[src/rtl/sa_pkg.sv]
// Shared types and default sizing for the systolic weight loader.
package sa_pkg;

  localparam int unsigned DEF_ROWS   = 4;
  localparam int unsigned DEF_COLS   = 4;
  localparam int unsigned DEF_BW_WET = 8;

  typedef enum logic [1:0] {
    StIdle,
    StClear,
    StLoad,
    StDone
  } loader_state_e;

endpackage

[src/rtl/systolic_weight_loader_if.sv]
// Weight-row stream: one row of COLS weights per valid/ready beat.
interface systolic_weight_loader_if
  import sa_pkg::*;
#(
  parameter int unsigned COLS   = DEF_COLS,
  parameter int unsigned BW_WET = DEF_BW_WET
);

  logic                   wet_valid;
  logic [COLS*BW_WET-1:0] wet_data;
  logic                   wet_ready;

  modport master (
    output wet_valid,
    output wet_data,
    input  wet_ready
  );

  modport slave (
    input  wet_valid,
    input  wet_data,
    output wet_ready
  );

endinterface

[src/rtl/systolic_weight_loader.sv]
// Clears all PE weights, then streams ROWS weight rows onto a broadcast bus
// with a one-hot per-row load enable.
module systolic_weight_loader
  import sa_pkg::*;
#(
  parameter int unsigned ROWS   = DEF_ROWS,
  parameter int unsigned COLS   = DEF_COLS,
  parameter int unsigned BW_WET = DEF_BW_WET
) (
  input  logic                   clk,
  input  logic                   reset,
  input  logic                   start,
  input  logic                   clear_req,
  systolic_weight_loader_if.slave wet,
  output logic [COLS*BW_WET-1:0] wet_out,
  output logic [ROWS-1:0]        row_load_en,
  output logic                   clear_weight,
  output logic                   busy,
  output logic                   loaded
);

  localparam int unsigned CntW = (ROWS > 1) ? $clog2(ROWS) : 1;
  localparam logic [CntW-1:0] LastRow = CntW'(ROWS - 1);

  loader_state_e   state_q;
  logic [CntW-1:0] row_cnt_q;
  // Remembers whether the current CLEAR came from start (load follows) or clear_req.
  logic            load_pending_q;
  logic            beat_accept;

  // Ready depends only on state and clear_req so an abort never races a beat.
  assign wet.wet_ready = (state_q == StLoad) && !clear_req;
  assign beat_accept   = wet.wet_valid && wet.wet_ready;

  // State-decoded status outputs.
  assign clear_weight = (state_q == StClear);
  assign busy         = (state_q == StClear) || (state_q == StLoad);
  assign loaded       = (state_q == StDone);

  // FSM, row counter and registered weight bus / row enables.
  always_ff @(posedge clk) begin
    if (reset) begin
      state_q        <= StIdle;
      row_cnt_q      <= '0;
      load_pending_q <= 1'b0;
      wet_out        <= '0;
      row_load_en    <= '0;
    end else begin
      row_load_en <= '0;
      if (clear_req) begin
        state_q        <= StClear;
        load_pending_q <= 1'b0;
      end else begin
        unique case (state_q)
          StIdle, StDone: begin
            if (start) begin
              state_q        <= StClear;
              load_pending_q <= 1'b1;
            end
          end
          StClear: begin
            load_pending_q <= 1'b0;
            row_cnt_q      <= '0;
            state_q        <= load_pending_q ? StLoad : StIdle;
          end
          StLoad: begin
            if (beat_accept) begin
              wet_out     <= wet.wet_data;
              row_load_en <= ROWS'(1) << row_cnt_q;
              if (row_cnt_q == LastRow) begin
                state_q <= StDone;
              end else begin
                row_cnt_q <= row_cnt_q + 1'b1;
              end
            end
          end
          default: state_q <= StIdle;
        endcase
      end
    end
  end

endmodule
[src/flat_wrapper.sv]
// flat-port wrapper written by rule: the top's interface ports become plain ports
module systolic_weight_loader_flat import sa_pkg::*;
#(
  parameter int unsigned ROWS   = DEF_ROWS,
  parameter int unsigned COLS   = DEF_COLS,
  parameter int unsigned BW_WET = DEF_BW_WET
)
  (clk, reset, start, clear_req, wet_out, row_load_en, clear_weight, busy, loaded, wet_wet_valid, wet_wet_data, wet_wet_ready);
  systolic_weight_loader_if #(.COLS(COLS), .BW_WET(BW_WET)) wet_i ();
  input  logic clk;
  input  logic reset;
  input  logic start;
  input  logic clear_req;
  output logic [COLS*BW_WET-1:0] wet_out;
  output logic [ROWS-1:0] row_load_en;
  output logic clear_weight;
  output logic busy;
  output logic loaded;
  input wire logic [$bits(wet_i.wet_valid)-1:0] wet_wet_valid;
  input wire logic [$bits(wet_i.wet_data)-1:0] wet_wet_data;
  output wire logic [$bits(wet_i.wet_ready)-1:0] wet_wet_ready;
  assign wet_i.wet_valid = wet_wet_valid;
  assign wet_i.wet_data = wet_wet_data;
  assign wet_wet_ready = wet_i.wet_ready;
  systolic_weight_loader #(.ROWS(ROWS), .COLS(COLS), .BW_WET(BW_WET)) u_core (.clk(clk), .reset(reset), .start(start), .clear_req(clear_req), .wet(wet_i), .wet_out(wet_out), .row_load_en(row_load_en), .clear_weight(clear_weight), .busy(busy), .loaded(loaded));
endmodule
[config.mk]
export PLATFORM = sky130hd
export DESIGN_NAME = systolic_weight_loader_flat
export DESIGN_NICKNAME = d
export VERILOG_FILES = /design/src/rtl/sa_pkg.sv /design/src/rtl/systolic_weight_loader_if.sv /design/src/rtl/systolic_weight_loader.sv /design/src/flat_wrapper.sv
export SDC_FILE = /design/constraint.sdc
export NUM_CORES = 1
export LEC_CHECK = 0
export CORE_ASPECT_RATIO = 2
export CORE_MARGIN = 2
export CORE_UTILIZATION = 43
export CTS_CLUSTER_DIAMETER = 80
export CTS_CLUSTER_SIZE = 16
export DETAILED_ROUTE_END_ITERATION = 6
export DONT_BUFFER_PORTS = 1
export SYNTH_ARGS = -nofsm -noshare
export SYNTH_HDL_FRONTEND = slang
export SYNTH_SLANG_ARGS = --single-unit
[constraint.sdc]
create_clock -name clk -period 2 [get_ports clk]
set_clock_uncertainty 0.15 [all_clocks]
set_input_delay 0.2 -clock clk [delete_from_list [all_inputs] [get_ports clk]]
set_output_delay 0.2 -clock clk [all_outputs]
set_load 0.005 [all_outputs]
# ---- Word level (Yosys, flattened, before mapping)
# Cells that the tools add are included.
dict set report totals {
  inputBits 37
  wordCells 48
  ff_bits 41
  output_inout_bits 40
}
dict set report op_classes {
  shifts 1
  n_mux 11
  addsub 1
  eq_ne 11
  reduce_logical 15
  bitwise_logic 3
}
# op n
set op_table {}
lappend op_table {{2-to-1 mux 2 bit} 6}
lappend op_table {{AND reduction 3 bit} 3}
lappend op_table {{equality test 2 bit (second input constant)} 3}
lappend op_table {{!= test 2 bit (second input constant)} 3}
lappend op_table {{!= test 3 bit (second input constant)} 2}
lappend op_table {{case mux 2 bit (3 select lines)} 1}
lappend op_table {{case mux 2 bit (2 select lines)} 1}
lappend op_table {{AND reduction 4 bit} 1}
lappend op_table {{nonzero test 2 bit} 2}
lappend op_table {{OR reduction 2 bit} 2}
lappend op_table {{OR reduction 4 bit} 1}
lappend op_table {{<< shifter 1 x 2 -> 4 bit (first input constant)} 1}
lappend op_table {{!= test 3 x 2 -> 1 bit (second input constant)} 1}
lappend op_table {{NOT 1 bit} 3}
lappend op_table {{adder 2 x 1 -> 2 bit (second input constant)} 1}
lappend op_table {{equality test 2 x 1 -> 1 bit (second input constant)} 1}
lappend op_table {{logical AND 1 bit} 2}
lappend op_table {{logical NOT 2 bit} 1}
lappend op_table {{2-to-1 mux 1 bit} 2}
lappend op_table {{!= test 2 x 1 -> 1 bit (second input constant)} 1}
lappend op_table {{case mux 1 bit (2 select lines)} 1}
lappend op_table {{AND reduction 2 bit} 1}
lappend op_table {{logical NOT 1 bit} 1}
lappend op_table {{logical OR 1 bit} 1}

# ---- Logic depth before layout (Yosys ltp)
# Gate-level depths: netlist of run 1.
dict set report depth {
  depth_word 6
  mapped_depth 7
  mapped_depth_nobuf 5
}

# ---- Worst setup path after synthesis of run 1
# OpenSTA, ideal clock, no wires.
dict set report synth_path {
  kind {reg-to-reg}
  start {register u_core.state_q[0]}
  end {register u_core.state_q[1]}
  stages_incl_launch_ff 6
  setup_slack_ns 0.320
  period_less_slack_ns 1.680
  t_arrival_ns 1.460
  setup_time_ns 0.070
  n_path_buf 0
  t_required_ns 1.780
  cell_sequence {dfxtp_1 -> inv_1 -> ha_1 -> a21boi_1 -> or4_1 -> a21oi_1}
}
dict set report synth_via {
  elab_chain_cells 5
  elab_cells_between_ends 12
  classes_between {eq/ne (6); mux (1); reduce/logical (5)}
}
# element line
set synth_lines {}
lappend synth_lines {{from (decl)} systolic_weight_loader.sv:25} ;# loader_state_e state_q;
lappend synth_lines {{from (signal assigned)} systolic_weight_loader.sv:43} ;# state_q <= StIdle;
lappend synth_lines {{from (signal assigned)} systolic_weight_loader.sv:51} ;# state_q <= StClear;
lappend synth_lines {{from (signal assigned)} systolic_weight_loader.sv:57} ;# state_q <= StClear;
lappend synth_lines {{equality test 2 bit} {systolic_weight_loader.sv:32, systolic_weight_loader.sv:54}}
lappend synth_lines {{logical AND 1 bit} systolic_weight_loader.sv:32} ;# assign wet.wet_ready = (state_q == StLoad) && !clear_req;
lappend synth_lines {{logical AND 1 bit} systolic_weight_loader.sv:33} ;# assign beat_accept = wet.wet_valid && wet.wet_ready;
lappend synth_lines {{!= test 2 x 1 -> 1 bit (no line)} --}
lappend synth_lines {{AND reduction 3 bit (no line)} --}
# Parallel ways exist; a longest one is shown, timed or not.
# A chain may end at the register's enable or synchronous reset.

# ---- Worst setup path after layout of run 1
# Ends and elaborated chain as after synthesis.

==> results of run 1 <==
-- cells in the final DEF (no fill, tap or decap), types with 2 or more instances in the layout --
| cell | count |
|---|---|
| nor4b_1 | 4 |
| ha_1 | 5 |
| clkbuf_8 | 5 |
| buf_4 | 5 |
| dfxtp_1 | 41 |
| or2_2 | 2 |
| inv_1 | 6 |
| nor2b_1 | 2 |
| nand3_1 | 2 |
| dlygate4sd3_1 | 34 |
| a21oi_1 | 36 |
| nand2_1 | 64 |
-- worst reg2reg max path: stages, from the launching register on --
cell and delay, ps:
dfxtp_1 400, inv_1 60, ha_1 280, a21boi_1 190
or4_1 510, a21oi_1 140
-- power breakdown --
group	internal, mW	switching [mW]
Sequential	0.819	0.00299
Clock	0.363	0.262
Combinational	0.0607	0.0348
Total	1.24	0.299
-- repair_timing --
action	CTS	global route
endpoints found under the hold margin	40	0
setup buffers	0	0
hold buffers	35	0
gates resized for setup	0	0
-- cell families after synthesis --
logic type,after synthesis
AND/OR/NAND/NOR,83
AO/OA/AOI/OAI,42
flip-flops,41
buffers and inverters,17
adder cells (fa/ha/maj),5
-- sequential cells by signal (all words and copies together), names as in the netlist --
signal                 flops
u_core.wet_out            32
u_core.row_load_en         4
u_core.row_cnt_q           2
u_core.state_q             2
u_core.load_pending_q      1
-- stage by stage --
step | utilization [%] | hold slack (ps) | instance area (um2) | std cells | worst slack (ps)
after floorplan | - | 186.0 | 1560 | 188 | 320.1
after global placement | 45.59 | 123.6 | 1609 | 231 | 254.3
after detailed placement | 45.59 | 126.0 | 1609 | 231 | 215.7
after CTS | 58.74 | 8.057 | 2073 | 273 | 194.0
after global routing | 58.74 | 35.21 | 2073 | 273 | 48.88
final | 58.74 | 18.08 | 2073 | 273 | 198.4
-- metal layers --
| layer | vias to the layer above | GRT usage (%) | share of wire, % |
|---|---|---|---|
| met5 | - | 0 | 0 |
| met4 | 0 | 8.571 | 1.9 |
| met3 | 6 | 6.263 | 8.6 |
| met2 | 62 | 29.17 | 51 |
| met1 | 623 | 19.57 | 39 |
| li1 | 689 | - | - |
-- layout make-up --
cell class	count	area [um2]
Clock buffer	5	68.82
Clock inverter	2	35.03
Fill cell	308	1456
Inverter	6	22.52
Multi-Input combinational cell	130	666.9
Sequential cell	41	820.8
Tap cell	49	61.31
Timing Repair Buffer	40	397.9
-- path summary, 6_finish.rpt --
check                                  start                          endpoint  slack [ps]  cells past startpoint
min reg2reg  u_core.wet_out[13]$_SDFFE_PP0P_   u_core.wet_out[13]$_SDFFE_PP0P_         330                      2
min                                    reset  u_core.row_cnt_q[1]$_SDFFE_PP0P_          20                      2
max reg2reg   u_core.state_q[0]$_SDFFE_PP0P_    u_core.state_q[1]$_SDFFE_PP0P_         200                      5
max           u_core.state_q[0]$_SDFFE_PP0P_    u_core.state_q[1]$_SDFFE_PP0P_         200                      5
==> summary.txt, run 1 <==
Result of the run = finished clean
Starting DRC count in detailed routing = 29
Cell family contributing the most delay on the critical path = simple AND/OR/NAND/NOR gates
Share of the synthesized netlist area taken by xor and xnor gates = 0%
Worst supply voltage drop on vdd = 580.3 uV
Setup repair after global routing missed its margin = no
Clock tree from TritonCTS = yes
Crit Path Class = flip-flop to flip-flop
Max-slew violation count = 0
Combinational family with the most area after synthesis = simple AND/OR/NAND/NOR gates
HPWL Detailed = 2.159 mm
Slew margin rel. = 81.76%
Initial antenna violation count = 0
Residual DRC count = 0
Area share of fa/ha/maj cells after synthesis = 4.010%
CP Max Fanout = 9
Power after layout = 1.541 mW
Ys flop type = dfxtp_1
Detailed-route wire length = 3.499 mm
Clock input transition at the sequential cells of the worst setup and hold paths = 80 ps
Number of optimization iterations in the first detailed-route pass = 4
Number of buffers on the longest clock path = 2
Post-synthesis compound-gate area fraction = 14.43%
First-pass GRT wire length = 5.375 mm
Achievable Freq = 0.5551 GHz
Worst-Margin Slew = 269.8 ps
Multiplexer share of the synthesized area = 0%
CTS H-tree lvls = 2
Most common library cells after synthesis = nand2_1, dfxtp_1, a21oi_1, buf_2, inv_1
Post-Syn Area = 1560 um2
Y dimension of the die = 89.19 um
Share of post-route cells with drive strength above 1 = 7.143%
Cell with the largest stage delay on the worst path = or4_1
Power density over the cells = 743.4 nW/um2
Cells after synthesis = 188
Max incr delay on CP = 510 ps
Ant. Diodes = 0
Avg Synthesized Cell Area = 8.299 um2
Total core area = 3530 um2
Startpoint type of the worst setup path = flip-flop
Vias in the first global route = 1255
Largest net degree at the start of global routing = 40
Count of nets after finishing = 266
Yosys Warn Count = 0
Average detailed-routed wire length per instance = 12.82 um
Max capacitance violation total = 0
Last weighted congestion value of the routability-driven placer = 0.7835
Standby leakage power = 0.7501 nW
Data arrival time of the critical path = 1870 ps
Number of buffers inserted during clock tree synthesis = 5
Die area = 4156 um2
Most common cell in the synthesized netlist = nand2_1
Library cell used as clock root buffer = clkbuf_8
Sequential fraction of the synthesis area = 52.61%
Total routing resource utilization after global routing = 17.76%
Growth of design area from synthesis to finish = 32.88%
Class of the most critical hold timing path = input port to flip-flop
Aggregate global routing overflow = 0
Final hold violation count = 0
Chip width = 46.60 um
Register bit count reported by yosys = 41
Clock tree sinks = 41
Data required, critical path = 2070 ps
Synthesized-area fraction occupied by and/or/nand/nor cells = 24.30%
Final Cycle Share = 90.08%
Clock insertion delay at the later pin of the skew report = 290 ps
Critical path buffers and inverters = 1
Async SR Flop Fraction = 0%
Portion of synthesized cell area occupied by the leading cell type = 52.61%
Minimum clock period = 1802 ps
DR vias = 1380
Count of antenna-violating nets left after detailed routing = 0
Main area contributors after synthesis = dfxtp_1, nand2_1, a21oi_1
Syn nets = 230
Number of top-level design ports = 77
Number of distinct standard cells referenced by the synthesized netlist = 27
Starting density of the core = 44.20%
Cell-by-cell listing of the critical path = inv_1 > ha_1 > a21boi_1 > or4_1 > a21oi_1
Number of flops mapped to enable cells by yosys = 0
Critical Path Sink Type = flip-flop
Post-synth top area cell = dfxtp_1
Post-route setup TNS = 0 ps
Number of port buffers = 0
Avg Vias per Cell = 5.055
Setup violators final = 0
Number of cell rows = 31
No activity file was read; power rests on OpenSTA's default activity.
==> run 2: changes to the inputs <==
CTS_CLUSTER_DIAMETER = 100   (was 80)
TNS_END_PERCENT = 10   (was unset)
==> results of run 2 <==
The final DEF is identical to that of run 1; final timing and power are the same.
==> run 3: changes to the inputs <==
CORE_ASPECT_RATIO = 0.7   (was 2)
RECOVER_POWER = 25   (was unset)
==> summary.txt, run 3 (synthesized netlist as in run 1, its figures left out) <==
Result of the run = finished clean
Die area = 4134 um2
Number of top-level design ports = 77
Number of buffers on the longest clock path = 2
Max reg flops = 32
Destination of the worst hold path = u_core.row_cnt_q[1]$_SDFFE_PP0P_
Commonest non-fill, non-tap cell in the layout = nand2_1
Share of post-route cells with drive strength above 1 = 7.143%
Clock tree from TritonCTS = yes
Count of antenna-violating nets left after detailed routing = 0
Cell family contributing the most delay on the critical path = simple AND/OR/NAND/NOR gates
Starting DRC count in detailed routing = 24
Final hold violation count = 0
Chip width = 76.00 um
Number of cells traversed by the worst register-to-register path = 5
Avg Vias per Cell = 5.153
Ant. Diodes = 0
Setup violators final = 0
Register with the most flip-flops = u_core.wet_out
Y dimension of the die = 54.40 um
Power density over the cells = 766.1 nW/um2
First-pass GRT wire length = 5.982 mm
Clock insertion delay at the later pin of the skew report = 280 ps
Worst Min Path Start = reset
Worst supply voltage drop on vdd = 558.5 uV
Data arrival time of the critical path = 1900 ps
Critical path buffers and inverters = 1
Number of buffers inserted during clock tree synthesis = 5
Minimum clock period = 1833 ps
Critical Path Sink Type = flip-flop
Count of nets after finishing = 265
CP Max Fanout = 9
Cell-by-cell listing of the critical path = inv_1 > ha_1 > a21boi_1 > or4_1 > a21oi_1
Total routing resource utilization after global routing = 18.66%
Finished Layout Cells = 274
Detailed-route wire length = 3.817 mm
Achievable Freq = 0.5455 GHz
Growth of design area from synthesis to finish = 33.36%
Cell with the largest stage delay on the worst path = or4_1
Hold slack final = 26.16 ps
Number of optimization iterations in the first detailed-route pass = 4
Max-slew violation count = 0
Last weighted congestion value of the routability-driven placer = 0.7692
Reg2reg start = u_core.state_q[0]$_SDFFE_PP0P_
Standby leakage power = 0.7506 nW
Endpoint of the lowest-slack register-to-register path = u_core.state_q[1]$_SDFFE_PP0P_
Total core area = 3491 um2
Setup repair after global routing missed its margin = no
DR vias = 1412
Number of cells in the design after placement = 231
Final Cycle Share = 91.66%
Library cell used as clock root buffer = clkbuf_8
CTS H-tree lvls = 2
Clock tree sinks = 41
Average detailed-routed wire length per instance = 13.93 um
Largest net degree at the start of global routing = 40
Commonest cells after routing, fill and taps aside = nand2_1, dfxtp_1, a21oi_1, dlygate4sd3_1
Vias in the first global route = 1353
Largest registers ranked by flip-flop count = u_core.wet_out: 32 flops, u_core.row_load_en: 4 flops
Data required, critical path = 2070 ps
Residual DRC count = 0
Startpoint type of the worst setup path = flip-flop
Max capacitance violation total = 0
Class of the most critical hold timing path = input port to flip-flop
Aggregate global routing overflow = 0
HPWL Detailed = 2.375 mm
Max incr delay on CP = 520 ps
Worst-Margin Slew = 275.4 ps
Hold depth = 2
Number of port buffers = 0
Initial antenna violation count = 0
Post-route setup TNS = 0 ps
Flop-to-flop setup slack = 170 ps
Clock input transition at the sequential cells of the worst setup and hold paths = 70 ps
Slew margin rel. = 81.38%
Number of cell rows = 18
Crit Path Class = flip-flop to flip-flop
Starting density of the core = 44.70%
run 3: worst max-delay path by stage:
stage	slack, ps	endpoint	startpoint	depth (start not counted)
after floorplan	320	u_core.state_q[1]$_SDFFE_PP0P_	u_core.state_q[0]$_SDFFE_PP0P_	5
after global placement	270	u_core.state_q[1]$_SDFFE_PP0P_	u_core.state_q[0]$_SDFFE_PP0P_	5
after detailed placement	140	u_core.state_q[1]$_SDFFE_PP0P_	u_core.state_q[0]$_SDFFE_PP0P_	5
after CTS	130	u_core.state_q[1]$_SDFFE_PP0P_	u_core.state_q[0]$_SDFFE_PP0P_	5
after global routing	70	u_core.state_q[1]$_SDFFE_PP0P_	u_core.state_q[0]$_SDFFE_PP0P_	5
final	170	u_core.state_q[1]$_SDFFE_PP0P_	u_core.state_q[0]$_SDFFE_PP0P_	5
run 3: power breakdown:
part | internal, mW | switching [mW] | total, mW
clock network | 0.407 | 0.267 | 0.674
registers | 0.819 | 0.00351 | 0.823
logic | 0.0607 | 0.0366 | 0.0973
total | 1.29 | 0.308 | 1.59
run 3: area by class of cell:
cell class / count / area (um2)
timing repair buffer: 39 / 390.4
clock inverter: 1 / 30.03
fill: 304 / 1410
sequential: 41 / 822.0
multi-input combinational: 130 / 666.9
clock buffer: 7 / 86.33
inverter: 6 / 22.52
tap: 50 / 62.56
run 3: routing by layer:
layer | track usage, % | part of all wire (%) | up-vias
li1 | - | - | 689
met1 | 21.09 | 42 | 657
met2 | 32.74 | 49 | 59
met3 | 6.436 | 8.2 | 7
met4 | 9.697 | 1.0 | 0
met5 | 0 | 0 | -
run 3: timing repair:
action / in CTS / in global routing
resized for setup: 0 / 1
setup endpoints to repair: 0 / 1
buffers inserted: 0 / 0
hold buffers: 35 / 0
hold endpoints to repair: 41 / 0
run 3: stage by stage:
step	util, %	setup WS (ps)	power, mW	cell area (um2)
after floorplan	-	320.1	0.8712	1560
after global placement	45.91	267.4	0.8655	1603
after detailed placement	45.91	143.2	0.8668	1603
after CTS	59.57	126.8	1.611	2079
after global routing	59.61	70.24	1.661	2081
final	59.61	166.7	1.594	2081
